<file path="src/rtl/mfda_seq_pkg.sv">
// Shared types for the assay step sequencer: program step payload, FSM states,
// pump phase table and the dwell-load helper.
package mfda_seq_pkg;

  localparam int unsigned SEQ_NUM_VALVES = 8;
  localparam int unsigned SEQ_DWELL_W    = 16;
  localparam int unsigned PUMP_PHASES    = 6;

  typedef struct packed {
    logic [SEQ_NUM_VALVES-1:0] valves;
    logic [SEQ_DWELL_W-1:0]    dwell;
    logic                      last;
  } step_t;

  typedef enum logic [1:0] {
    ST_IDLE   = 2'd0,
    ST_RUN    = 2'd1,
    ST_FINISH = 2'd2
  } seq_state_e;

  // Entry 0 is the first phase driven when a run begins.
  localparam logic [PUMP_PHASES-1:0][2:0] PUMP_SEQ = {
    3'b101, 3'b100, 3'b110, 3'b010, 3'b011, 3'b001
  };

  // Remaining-cycle count to load for a step; a dwell of 0 still holds one cycle.
  function automatic logic [SEQ_DWELL_W-1:0] dwell_load(input logic [SEQ_DWELL_W-1:0] dwell);
    return (dwell == '0) ? '0 : dwell - SEQ_DWELL_W'(1);
  endfunction

endpackage

</file>
<file path="src/rtl/pump_phase_gen.sv">
// Six-phase peristaltic pump driver: PUMP_DIV-cycle divider plus phase counter,
// restarting at phase 0 on the first running cycle and forced to 000 otherwise.
module pump_phase_gen
  import mfda_seq_pkg::*;
#(
  parameter int unsigned PUMP_DIV = 4
) (
  input  logic       clk,
  input  logic       rst_n,
  input  logic       run_next_i,
  input  logic       running_i,
  output logic [2:0] pump_o
);

  localparam int unsigned DIV_W = (PUMP_DIV > 1) ? $clog2(PUMP_DIV) : 1;
  localparam logic [DIV_W-1:0] DIV_LAST = DIV_W'(PUMP_DIV - 1);

  logic [DIV_W-1:0] div_q;
  logic [2:0]       phase_q;
  logic [2:0]       pump_q;
  logic [2:0]       phase_nxt_c;

  assign phase_nxt_c = (phase_q == 3'(PUMP_PHASES - 1)) ? 3'd0 : phase_q + 3'd1;

  always_ff @(posedge clk or negedge rst_n) begin
    if (!rst_n) begin
      div_q   <= '0;
      phase_q <= '0;
      pump_q  <= '0;
    end else if (!run_next_i) begin
      div_q   <= '0;
      phase_q <= '0;
      pump_q  <= '0;
    end else if (!running_i) begin
      div_q   <= '0;
      phase_q <= '0;
      pump_q  <= PUMP_SEQ[0];
    end else if (div_q == DIV_LAST) begin
      div_q   <= '0;
      phase_q <= phase_nxt_c;
      pump_q  <= PUMP_SEQ[phase_nxt_c];
    end else begin
      div_q   <= div_q + DIV_W'(1);
    end
  end

  assign pump_o = pump_q;

endmodule

</file>
<file path="src/rtl/assay_step_sequencer.sv">
// Programmable valve-pattern sequencer: plays a DEPTH-step program of valve
// patterns and dwell times. Optional pump drive under PERISTALTIC_PUMP_EN.
module assay_step_sequencer
  import mfda_seq_pkg::*;
#(
  parameter int unsigned NUM_VALVES = SEQ_NUM_VALVES,
  parameter int unsigned DEPTH      = 16,
  parameter int unsigned DWELL_W    = SEQ_DWELL_W,
  parameter int unsigned PUMP_DIV   = 4,
  localparam int unsigned AW        = $clog2(DEPTH)
) (
  input  logic                  clk,
  input  logic                  rst_n,
  input  logic                  cfg_we,
  input  logic [AW-1:0]         cfg_addr,
  input  logic [NUM_VALVES-1:0] cfg_valves,
  input  logic [DWELL_W-1:0]    cfg_dwell,
  input  logic                  cfg_last,
  input  logic                  start,
  input  logic                  abort,
  output logic                  busy,
  output logic                  done,
  output logic                  aborted,
  output logic [NUM_VALVES-1:0] valve_o,
  output logic [AW-1:0]         step_idx,
  output logic [2:0]            pump_o
);

  // The step payload width is fixed by the package; reject mismatched overrides.
  if ((NUM_VALVES != SEQ_NUM_VALVES) || (DWELL_W != SEQ_DWELL_W)) begin : g_bad_width
    $error("NUM_VALVES/DWELL_W must match mfda_seq_pkg step_t widths");
  end
  if ((DEPTH < 2) || ((DEPTH & (DEPTH - 1)) != 0)) begin : g_bad_depth
    $error("DEPTH must be a power of two >= 2");
  end
  if (PUMP_DIV < 1) begin : g_bad_div
    $error("PUMP_DIV must be >= 1");
  end

  step_t                 prog_q [DEPTH];
  seq_state_e            state_q;
  logic [DWELL_W-1:0]    cnt_q;
  logic [AW-1:0]         idx_q;
  logic [NUM_VALVES-1:0] valve_q;
  logic                  busy_q;
  logic                  done_q;
  logic                  aborted_q;

  step_t                 cur_step_c;
  step_t                 nxt_step_c;
  logic [AW-1:0]         nxt_idx_c;
  logic                  step_end_c;

  assign cur_step_c = prog_q[idx_q];
  assign nxt_idx_c  = idx_q + AW'(1);
  assign nxt_step_c = prog_q[nxt_idx_c];
  assign step_end_c = (cnt_q == '0);

  // Program register file: writable only while no program is running.
  always_ff @(posedge clk or negedge rst_n) begin
    if (!rst_n) begin
      for (int i = 0; i < int'(DEPTH); i++) begin
        prog_q[i] <= '0;
      end
    end else if (cfg_we && !busy_q) begin
      prog_q[cfg_addr] <= '{valves: cfg_valves, dwell: cfg_dwell, last: cfg_last};
    end
  end

  // Sequencer FSM; cnt_q holds the cycles left in the current step after this one.
  always_ff @(posedge clk or negedge rst_n) begin
    if (!rst_n) begin
      state_q   <= ST_IDLE;
      cnt_q     <= '0;
      idx_q     <= '0;
      valve_q   <= '0;
      busy_q    <= 1'b0;
      done_q    <= 1'b0;
      aborted_q <= 1'b0;
    end else begin
      done_q    <= 1'b0;
      aborted_q <= 1'b0;
      case (state_q)
        ST_IDLE: begin
          if (start && !abort) begin
            state_q <= ST_RUN;
            busy_q  <= 1'b1;
            idx_q   <= '0;
            valve_q <= prog_q[0].valves;
            cnt_q   <= dwell_load(prog_q[0].dwell);
          end
        end
        ST_RUN: begin
          if (abort) begin
            state_q   <= ST_IDLE;
            busy_q    <= 1'b0;
            valve_q   <= '0;
            idx_q     <= '0;
            cnt_q     <= '0;
            aborted_q <= 1'b1;
          end else if (step_end_c) begin
            if (cur_step_c.last) begin
              state_q <= ST_FINISH;
              busy_q  <= 1'b0;
              valve_q <= '0;
              idx_q   <= '0;
              done_q  <= 1'b1;
            end else begin
              idx_q   <= nxt_idx_c;
              valve_q <= nxt_step_c.valves;
              cnt_q   <= dwell_load(nxt_step_c.dwell);
            end
          end else begin
            cnt_q <= cnt_q - DWELL_W'(1);
          end
        end
        ST_FINISH: begin
          state_q <= ST_IDLE;
        end
        default: begin
          state_q <= ST_IDLE;
        end
      endcase
    end
  end

  assign busy     = busy_q;
  assign done     = done_q;
  assign aborted  = aborted_q;
  assign valve_o  = valve_q;
  assign step_idx = idx_q;

`ifdef PERISTALTIC_PUMP_EN
  logic busy_d_c;

  // Busy value after the coming edge, so the pump phase lines up with busy.
  assign busy_d_c = ((state_q == ST_IDLE) && start && !abort) ||
                    ((state_q == ST_RUN) && !abort && !(step_end_c && cur_step_c.last));

  pump_phase_gen #(
    .PUMP_DIV (PUMP_DIV)
  ) u_pump (
    .clk        (clk),
    .rst_n      (rst_n),
    .run_next_i (busy_d_c),
    .running_i  (busy_q),
    .pump_o     (pump_o)
  );
`else
  assign pump_o = 3'b000;
`endif

endmodule

</file>
<file path="config.mk">
export PLATFORM = sky130hd
export DESIGN_NAME = assay_step_sequencer
export DESIGN_NICKNAME = d
export VERILOG_FILES = /design/src/rtl/mfda_seq_pkg.sv /design/src/rtl/pump_phase_gen.sv /design/src/rtl/assay_step_sequencer.sv
export SDC_FILE = /design/constraint.sdc
export NUM_CORES = 1
export LEC_CHECK = 0
export BUFFER_PORTS_ARGS = -buffer_cell sky130_fd_sc_hd__buf_2
export CAP_MARGIN = 20
export CORE_ASPECT_RATIO = 1.2
export CORE_MARGIN = 2
export CORE_UTILIZATION = 35
export DETAILED_ROUTE_END_ITERATION = 10
export PLACE_DENSITY_LB_ADDON = 0.15
export SLEW_MARGIN = 0
export SYNTH_ARGS = -nofsm -noshare
export SYNTH_HDL_FRONTEND = slang
export SYNTH_SLANG_ARGS = --single-unit
</file>
<file path="constraint.sdc">
create_clock -name clk -period 4.5 [get_ports clk]
set_clock_uncertainty 0.2 [all_clocks]
set_input_delay 0 -clock clk [delete_from_list [all_inputs] [get_ports clk]]
set_output_delay 0 -clock clk [all_outputs]
set_load 0.01 [all_outputs]
</file>
---- After elaboration in Yosys (flattened, before gate mapping) ----
Cells that the tools add are included.
W data, S select, Z words.
storage, ports and cells
  output and inout bits ................... 18
  latch bits .............................. 0
  flip-flop bits (word level) ............. 433
  memories ................................ 0
  word-level logic and storage cells ...... 127
  bits of input ports ..................... 34
  bits in writable memories ............... 0
  ROM bits ................................ 0
operators by class
  magnitude comparators ................... 4
  div/mod/pow operators ................... 0
  reductions and logical operators ........ 14
  bitwise gates (word level) .............. 3
  equality and inequality tests ........... 5
  $mul .................................... 0
  shifts and indexed selects .............. 0
  multiplexer cells ....................... 42
  add/subtract/negate cells ............... 4
operators by type and width
  cell                     number
  $bwmux W400              1
  $bmux W25 S4             2
  $demux W25 S4            1
  $mux W16                 6
  $mux W25                 3
  $logic_not A16 Y1        3
  $sub A16 B1 Y16 const B  3
  $mux W8                  4
  $pmux W16 S2             1
  $mux W4                  4
  $pmux W8 S2              1
  $ge A5 B5 Y1 const B     3
  $not A4 Y5               3
  $mux W1                  12
  $reduce_and A3 Y1        3
  $mux W2                  4
  $pmux W4 S2              1
  $ne A3 B3 Y1 const B     2
  $lt A5 B1 Y1 const B     1
  $add A4 B1 Y4 const B    1
  $ne A4 B4 Y1 const B     1
  $pmux W2 S2              1
  $reduce_and A4 Y1        1
  $logic_and A1 B1 Y1      3
  6 further kinds          7

---- Logic depth before layout (Yosys ltp) ----
Gate-level depths: netlist of run 1.
  depth after elaboration ................. 11
  gate-level depth with buffers ........... 16

---- Worst setup path before layout of run 1 ----
OpenSTA, ideal clock, no wires.
  path type ............................... reg-to-reg
  start point ............................. register idx_q[0], in the netlist step_idx[0]
  end point ............................... register cnt_q[9]
  data required time ...................... 4.179 ns
  path buffers ............................ 4
  cell stages (with the launch flop) ...... 16
  library setup time ...................... 0.121 ns
  setup slack ............................. 0.737 ns
  arrival time ............................ 3.442 ns
  cells stage by stage .................... dfrtp_1 > ha_1 > buf_2 > buf_2 > buf_1 > mux4_2 > nand2_1 > a21oi_1 > a41oi_1 > ha_1 > and3_1 > nand2_2 > o31a_1 > buf_6 > a21boi_0 > o22a_1
on the way
  longest elaborated chain between the ends .. 11
  elaborated cells between the ends (all ways) .. 18
RTL lines
  item                                                  RTL line                     RTL
  from (decl)                                           assay_step_sequencer.sv:43   logic [AW-1:0] idx_q;
  from (signal assigned)                                assay_step_sequencer.sv:109  idx_q <= nxt_idx_c;
  $add A4 B1 Y4                                         assay_step_sequencer.sv:55   assign nxt_idx_c = idx_q + AW'(1);
  $not A4 Y5 (not written as such)                      assay_step_sequencer.sv:56   assign nxt_step_c = prog_q[nxt_idx_c];
  $bmux W25 S4                                          assay_step_sequencer.sv:56
  $mux W25 (not written as such) (2 in series)          assay_step_sequencer.sv:56
  $sub A16 B1 Y16 or $logic_not A16 Y1 (tied branches)  mfda_seq_pkg.sv:28           return (dwell == '0) ? '0 : dwell - SEQ_DWELL_W'(1);
  $mux W16                                              mfda_seq_pkg.sv:28
  $mux W16                                              assay_step_sequencer.sv:102  if (cur_step_c.last) begin
  $mux W16                                              assay_step_sequencer.sv:101  end else if (step_end_c) begin
  $mux W16                                              assay_step_sequencer.sv:94   if (abort) begin
  $pmux W16 S2                                          assay_step_sequencer.sv:83   case (state_q)
  to (signal assigned)                                  assay_step_sequencer.sv:90   cnt_q <= dwell_load(prog_q[0].dwell);
  to (signal assigned)                                  assay_step_sequencer.sv:111  cnt_q <= dwell_load(nxt_step_c.dwell);
  to (signal assigned)                                  assay_step_sequencer.sv:114  cnt_q <= cnt_q - DWELL_W'(1);
  to (decl)                                             assay_step_sequencer.sv:42   logic [DWELL_W-1:0] cnt_q;
Several ways; a longest one is shown, not always the timed one. The select of a mux whose other input is x is not followed.
A chain may end at the register's enable or synchronous reset.

---- Worst setup path after layout of run 1 ----
Same ends and word-level chain as after synthesis.

==> results of run 1 <==
[stage by stage]
stage               cell area (um^2)  power, mW
finish                         23800       12.0
global route                   23800       12.7
CTS                            23800       12.2
detailed placement             21900       8.26
global placement               21900       8.18
floorplan                      20800       7.43
[cell families after synthesis]
| logic type | share of synthesized area [%] |
|---|---|
| muxes | 34.4 |
| DFF | 52.2 |
| and+or+nand+nor | 4.69 |
| AOI/OAI and AO/OA | 3.93 |
| buffers and inverters | 2.84 |
| xor gates and xnor gates | 1.63 |
| adders and majority gates | 0.301 |
| other | 0.0181 |
[worst max-delay path: cells and delay by family (launching register included)]
| kind | cells | cell delay, ps |
|---|---|---|
| compound gates | 4 | 1150 |
| simple gates | 4 | 650 |
| fa+ha+maj | 1 | 680 |
| mux | 1 | 350 |
| flops | 1 | 520 |
| buf+inv | 1 | 310 |
[power by group through the flow]
| stage | Combinational, mW | Sequential [mW] | Clock (mW) |
|---|---|---|---|
| after floorplan | 2.08 | 5.35 | 0 |
| after global placement | 2.64 | 5.54 | 0 |
| after global routing | 2.96 | 5.63 | 4.12 |
| after detailed placement | 2.70 | 5.57 | 0 |
| after CTS | 2.74 | 5.50 | 3.96 |
| final | 2.69 | 5.50 | 3.85 |
[registers in the layout, indices dropped and copies added, names as in the netlist]
| name | count |
|---|---|
| aborted | 1 |
| step_idx | 4 |
| done | 1 |
| cnt_q | 16 |
| busy | 1 |
| state_q | 2 |
| valve_o | 8 |
| prog_q | 400 |
[routing by layer]
metal,track usage (%),part of all wire [%],up-vias
li1,-,-,5528
met1,25.7,44,6727
met2,32.9,51,181
met3,2.53,3.0,75
met4,4.86,2.4,2
met5,0,0.023,-
[cell usage after synthesis (8+ instances only)]
master / count / area, um^2
dfrtp_1: 433 / 10800
mux2_2: 401 / 4520
mux4_2: 92 / 2070
clkbuf_1: 68 / 255
nand2_1: 68 / 255
mux2i_1: 52 / 521
nor2_1: 32 / 120
a21oi_1: 31 / 155
o21ai_0: 30 / 150
xnor2_1: 19 / 166
buf_2: 17 / 85.1
a22oi_1: 15 / 113
nor3_1: 14 / 70.1
and3_1: 12 / 75.1
nor2b_1: 11 / 68.8
xor2_1: 11 / 96.3
buf_1: 9 / 33.8
buf_6: 9 / 101
inv_1: 9 / 33.8
o21ai_1: 9 / 45.0
nand3_1: 8 / 40.0
nor4_1: 8 / 50.1
o22ai_1: 8 / 50.1
[area by class of cell]
class,count,area share (%)
clock buffers,67,5.64
inverters,9,0.142
multi-input cells,908,39.6
clock inverters,17,0.726
repair buffers,121,4.13
well taps,792,4.16
flip-flops and latches,433,45.6
[worst max-delay path by stage]
stage                      startpoint        to  slack [ps]  depth (start not counted)
after floorplan           step_idx[0]  cnt_q[9]         740                         15
after global placement    step_idx[0]  cnt_q[9]         550                         11
after detailed placement  step_idx[0]  cnt_q[9]         490                         11
after CTS                 step_idx[0]  cnt_q[9]         470                         11
after global routing      step_idx[0]  cnt_q[9]         330                         11
final                     step_idx[0]  cnt_q[9]         510                         11
==> summary.txt, run 1 <==
outcome -> finished, final reports clean
final wirelength -> 56900 um
critical-path cell list -> ha_4 > buf_4 > mux4_2 > nor3_2 > nor2_1 > o2bb2ai_1 > and3_1 > nand2_2 > o31a_1 > a21boi_0 > o22a_1
Routability Congestion -> 0.808
FILL cells -> 5578
Die Wd -> 226 um
clock share of power -> 32.0%
Clk Latency, worst-skew pair -> 580 ps
Sw Share -> 27.9%
Slew Limit Headroom -> 26.2%
CP Max Fanout -> 36
sequential share of power -> 45.7%
core footprint -> 0.0585 mm^2
commonest non-fill, non-tap cell in the layout -> dfrtp_1
CP max-delay cell -> ha_4
f_max -> 251 MHz
CP peak stage delay -> 680 ps
Resized cells post-CTS -> 0
crit path time final -> 3990 ps
peak supply drop -> 0.000305 V
Pleak -> 10.1 nW
Hold Vio Cnt, Final -> 0
r2r startpoint -> step_idx[0]
RSZ-0062 raised after global routing -> no
FF-to-FF End -> cnt_q[9]
Port Buffers -> 48
DP HPWL -> 33800 um
Post-synth ARST share -> 100%
Vias -> 12.5k
flops & latches, synth -> 433
largest net degree at the start of global routing -> 101
post-layout util -> 40.7%
layout cell share with drive strength beyond 1 -> 43.9%
Post-Route Hold Slack -> 34.5 ps
EDFF count, synth -> 0
CTS Buf Count -> 46
worst endpoint required time -> 4760 ps
count of pins over their slew limit -> 0
multi-input logic area -> 0.00943 mm^2
Root Driver -> clkbuf_16
# rows -> 97
Syn Inst Count -> 1458
count of cell types in the netlist -> 67
Area Overhead vs Synth -> 14.7%
Mapped Area -> 0.0208 mm^2
syn avg cell area -> 14.2 um^2
hold path depth -> 4
crit path DAT -> 4250 ps
worst-case reg-to-reg path depth -> 11
Crit. End Element -> flop
CTS sink count -> 433
gr ovfl total -> 0
Top FF cell, synth -> dfrtp_1
maximum buffer depth of the clock tree -> 3
register area share after synthesis -> 52.2%
Die H -> 271 um
MaxCap Viol Count -> 0
WL per Instance -> 24.2 um
postcts setup bufs -> 0
GRT Total Usage -> 19.2%
hold path endpoint -> prog_q[1]
PwrDens -> 506 mW/mm^2
hold wc startpoint -> cfg_addr[3]
number of routed nets with antenna violations -> 0
setup tns final -> 0 ps
Hold Path Class -> in2reg
Comb pwr share -> 22.3%
global-route wire length before repair -> 87500 um
vias per cell -> 5.33
Synth warnings -> 0
Initial Utilization -> 35.5%
fin crit share -> 88.7%
reg-to-reg setup timing slack -> 510 ps
final worst setup slack -> 508 ps
Starting DRT DRC Count -> 647
Worst-Margin Slew -> 1110 ps
critical path type -> reg2reg
hold_buf cts -> 37
I/O pin count -> 52
Sequential Area -> 0.0108 mm^2
htree depth -> 2
clk slew on worst S/H paths -> 60 ps
Finish-stage setup viols -> 0
Setup Slack @ Placement -> 494 ps
P_sw -> 3.36 mW
internal power -> 8.69 mW
Nets -> 1558
Final Instance Count excl. Fillers -> 2347
initial antenna violation count -> 1
startpoint types -> flop
DRC -> 0
DR pass1 iterations -> 5
placed insts -> 2226
most frequent cells in the layout -> dfrtp_1 (432), mux2_2 (401), mux4_2 (92)
CTS tree -> built
vias in the first global route -> 13.3k
Die Area -> 0.0613 mm^2
Antenna diodes -> 0
(Power assumes the default switching activity.)
==> run 2: changes to the inputs <==
Settings changed: PLACE_DENSITY set to 0.62, PLACE_DENSITY_LB_ADDON 0.15 to not set.
Clock period 4.5 ns to 3.55 ns, I/O delays scaled along.
==> summary.txt, run 2 (synthesis results as in run 1) <==
outcome -> finished, final reports clean
I/O pin count -> 52
f_max -> 290 MHz
Port Buffers -> 48
worst endpoint required time -> 3810 ps
WL per Instance -> 22.6 um
Comb pwr share -> 23.2%
CTS tree -> built
layout cell share with drive strength beyond 1 -> 45.5%
global-route wire length before repair -> 82600 um
Hold Path Class -> in2reg
count of pins over their slew limit -> 0
maximum buffer depth of the clock tree -> 3
core footprint -> 0.0585 mm^2
P_sw -> 4.18 mW
PwrDens -> 633 mW/mm^2
Clk Latency, worst-skew pair -> 570 ps
# rows -> 97
Root Driver -> clkbuf_16
vias per cell -> 5.38
placed cell area -> 0.0223 mm^2
Sw Share -> 27.2%
Most flops, register -> prog_q
peak supply drop -> 0.000512 V
final wirelength -> 53700 um
startpoint types -> flop
FILL cells -> 5388
Nets -> 1597
CP max-delay cell -> dfrtp_4
MaxCap Viol Count -> 0
Die Wd -> 226 um
critical-path cell list -> ha_4 > xor2_4 > buf_12 > mux4_2 > mux2_2 > a211oi_4 > a22o_2 > nand2_2 > o31a_4 > a21boi_0 > o22a_1
Worst-Margin Slew -> 947 ps
commonest non-fill, non-tap cell in the layout -> dfrtp_1
clock share of power -> 31.5%
Hold Vio Cnt, Final -> 0
Slew Limit Headroom -> 36.9%
crit path DAT -> 3700 ps
Pleak -> 10.3 nW
sequential share of power -> 45.4%
Starting DRT DRC Count -> 822
post-layout util -> 41.5%
vias in the first global route -> 13.5k
gr ovfl total -> 0
Crit. End Element -> flop
critical path type -> reg2reg
crit path time final -> 3440 ps
internal power -> 11.2 mW
fin crit share -> 97.0%
largest net degree at the start of global routing -> 110
CP peak stage delay -> 540 ps
Design Area, Final -> 0.0243 mm^2
htree depth -> 2
setup tns final -> 0 ps
DR pass1 iterations -> 5
max reg flops -> 400
Area Overhead vs Synth -> 17.0%
Initial Utilization -> 35.5%
Die H -> 271 um
most frequent cells in the layout -> dfrtp_1 (432), mux2_2 (401), mux4_2 (92)
Finish-stage setup viols -> 0
Die Area -> 0.0613 mm^2
clk slew on worst S/H paths -> 60 ps
Vias -> 12.8k
Design Power -> 15.4 mW
CP Max Fanout -> 11
initial antenna violation count -> 3
GRT Total Usage -> 17.8%
CTS sink count -> 433
CTS Buf Count -> 45
Routability Congestion -> 0.885
DP HPWL -> 33600 um
number of routed nets with antenna violations -> 0
DRC -> 0
[run 2: changes by cell type in the layout (fill, tap and decap cells not counted), sizes merged]
cell         change
buf             +39
clkinv           -5
inv              -1
bufinv           +2
clkbuf           +2
clkinvlp         -2
diode            +1
dlygate4sd3      -1
[run 2: stage by stage]
stage / setup slack (ps) / instances / hold WS [ps]
finish: 106 / 2382 / 176
global route: -24.5 / 2382 / 179
CTS: 21.7 / 2372 / 131
detailed placement: -54.1 / 2259 / -48.9
global placement: 0.778 / 2259 / -53.6
floorplan: 5.97 / 1460 / -496
[run 2: final timing paths]
check / start / to / slack (ps) / cells after the start
min in group asynchronous: rst_n / prog_q[370] / 420 / 3
max: step_idx[0] / cnt_q[9] / 110 / 11
max reg2reg: step_idx[0] / cnt_q[9] / 110 / 11
max in group asynchronous: rst_n / prog_q[342] / 1660 / 4
min: start / busy / 180 / 4
min reg2reg: valve_o[0] / valve_o[0] / 280 / 2
[run 2: power groups by stage]
| stage | clock, mW | sequential (mW) | combinational (mW) |
|---|---|---|---|
| floorplan | 0 | 6.78 | 2.64 |
| global placement | 0 | 6.99 | 3.41 |
| detailed placement | 0 | 7.05 | 3.49 |
| CTS | 4.95 | 6.97 | 3.54 |
| global route | 5.16 | 7.12 | 3.87 |
| finish | 4.83 | 6.98 | 3.56 |
[run 2: metal layers]
metal	vias up	global-route usage (%)	wire [um]
met3	130	2.90	2210
met1	6796	22.8	22600
li1	5589	-	-
met2	310	30.0	26800
met5	-	0	12
met4	2	6.82	2130
[run 2: area by class of cell]
cell class | count | area, um^2 | share of cell area (%)
flip-flops and latches | 433 | 10800 | 44.7
repair buffers | 161 | 1440 | 5.92
clock buffers | 67 | 1310 | 5.39
well taps | 792 | 991 | 4.08
multi-input cells | 908 | 9470 | 39.0
diodes | 1 | 2.50 | 0.0103
clock inverters | 11 | 186 | 0.768
inverters | 9 | 33.8 | 0.139
[run 2: critical path: cells and delay by family (launching register included)]
family	cells	cell delay [ps]
xor gates and xnor gates	1	270
AOI/OAI and AO/OA	5	1180
adders and majority gates	1	230
and+or+nand+nor	1	70
buffers and inverters	1	200
muxes	2	630
DFF	1	540
[run 2: repair_timing]
item | CTS | global route
resized for setup | 1 | 11
hold endpoints to repair | 621 | 0
hold buffers | 35 | 0
setup endpoints to repair | 6 | 13
pin swaps | 0 | 3
setup buffers | 0 | 7
cloned | 0 | 2
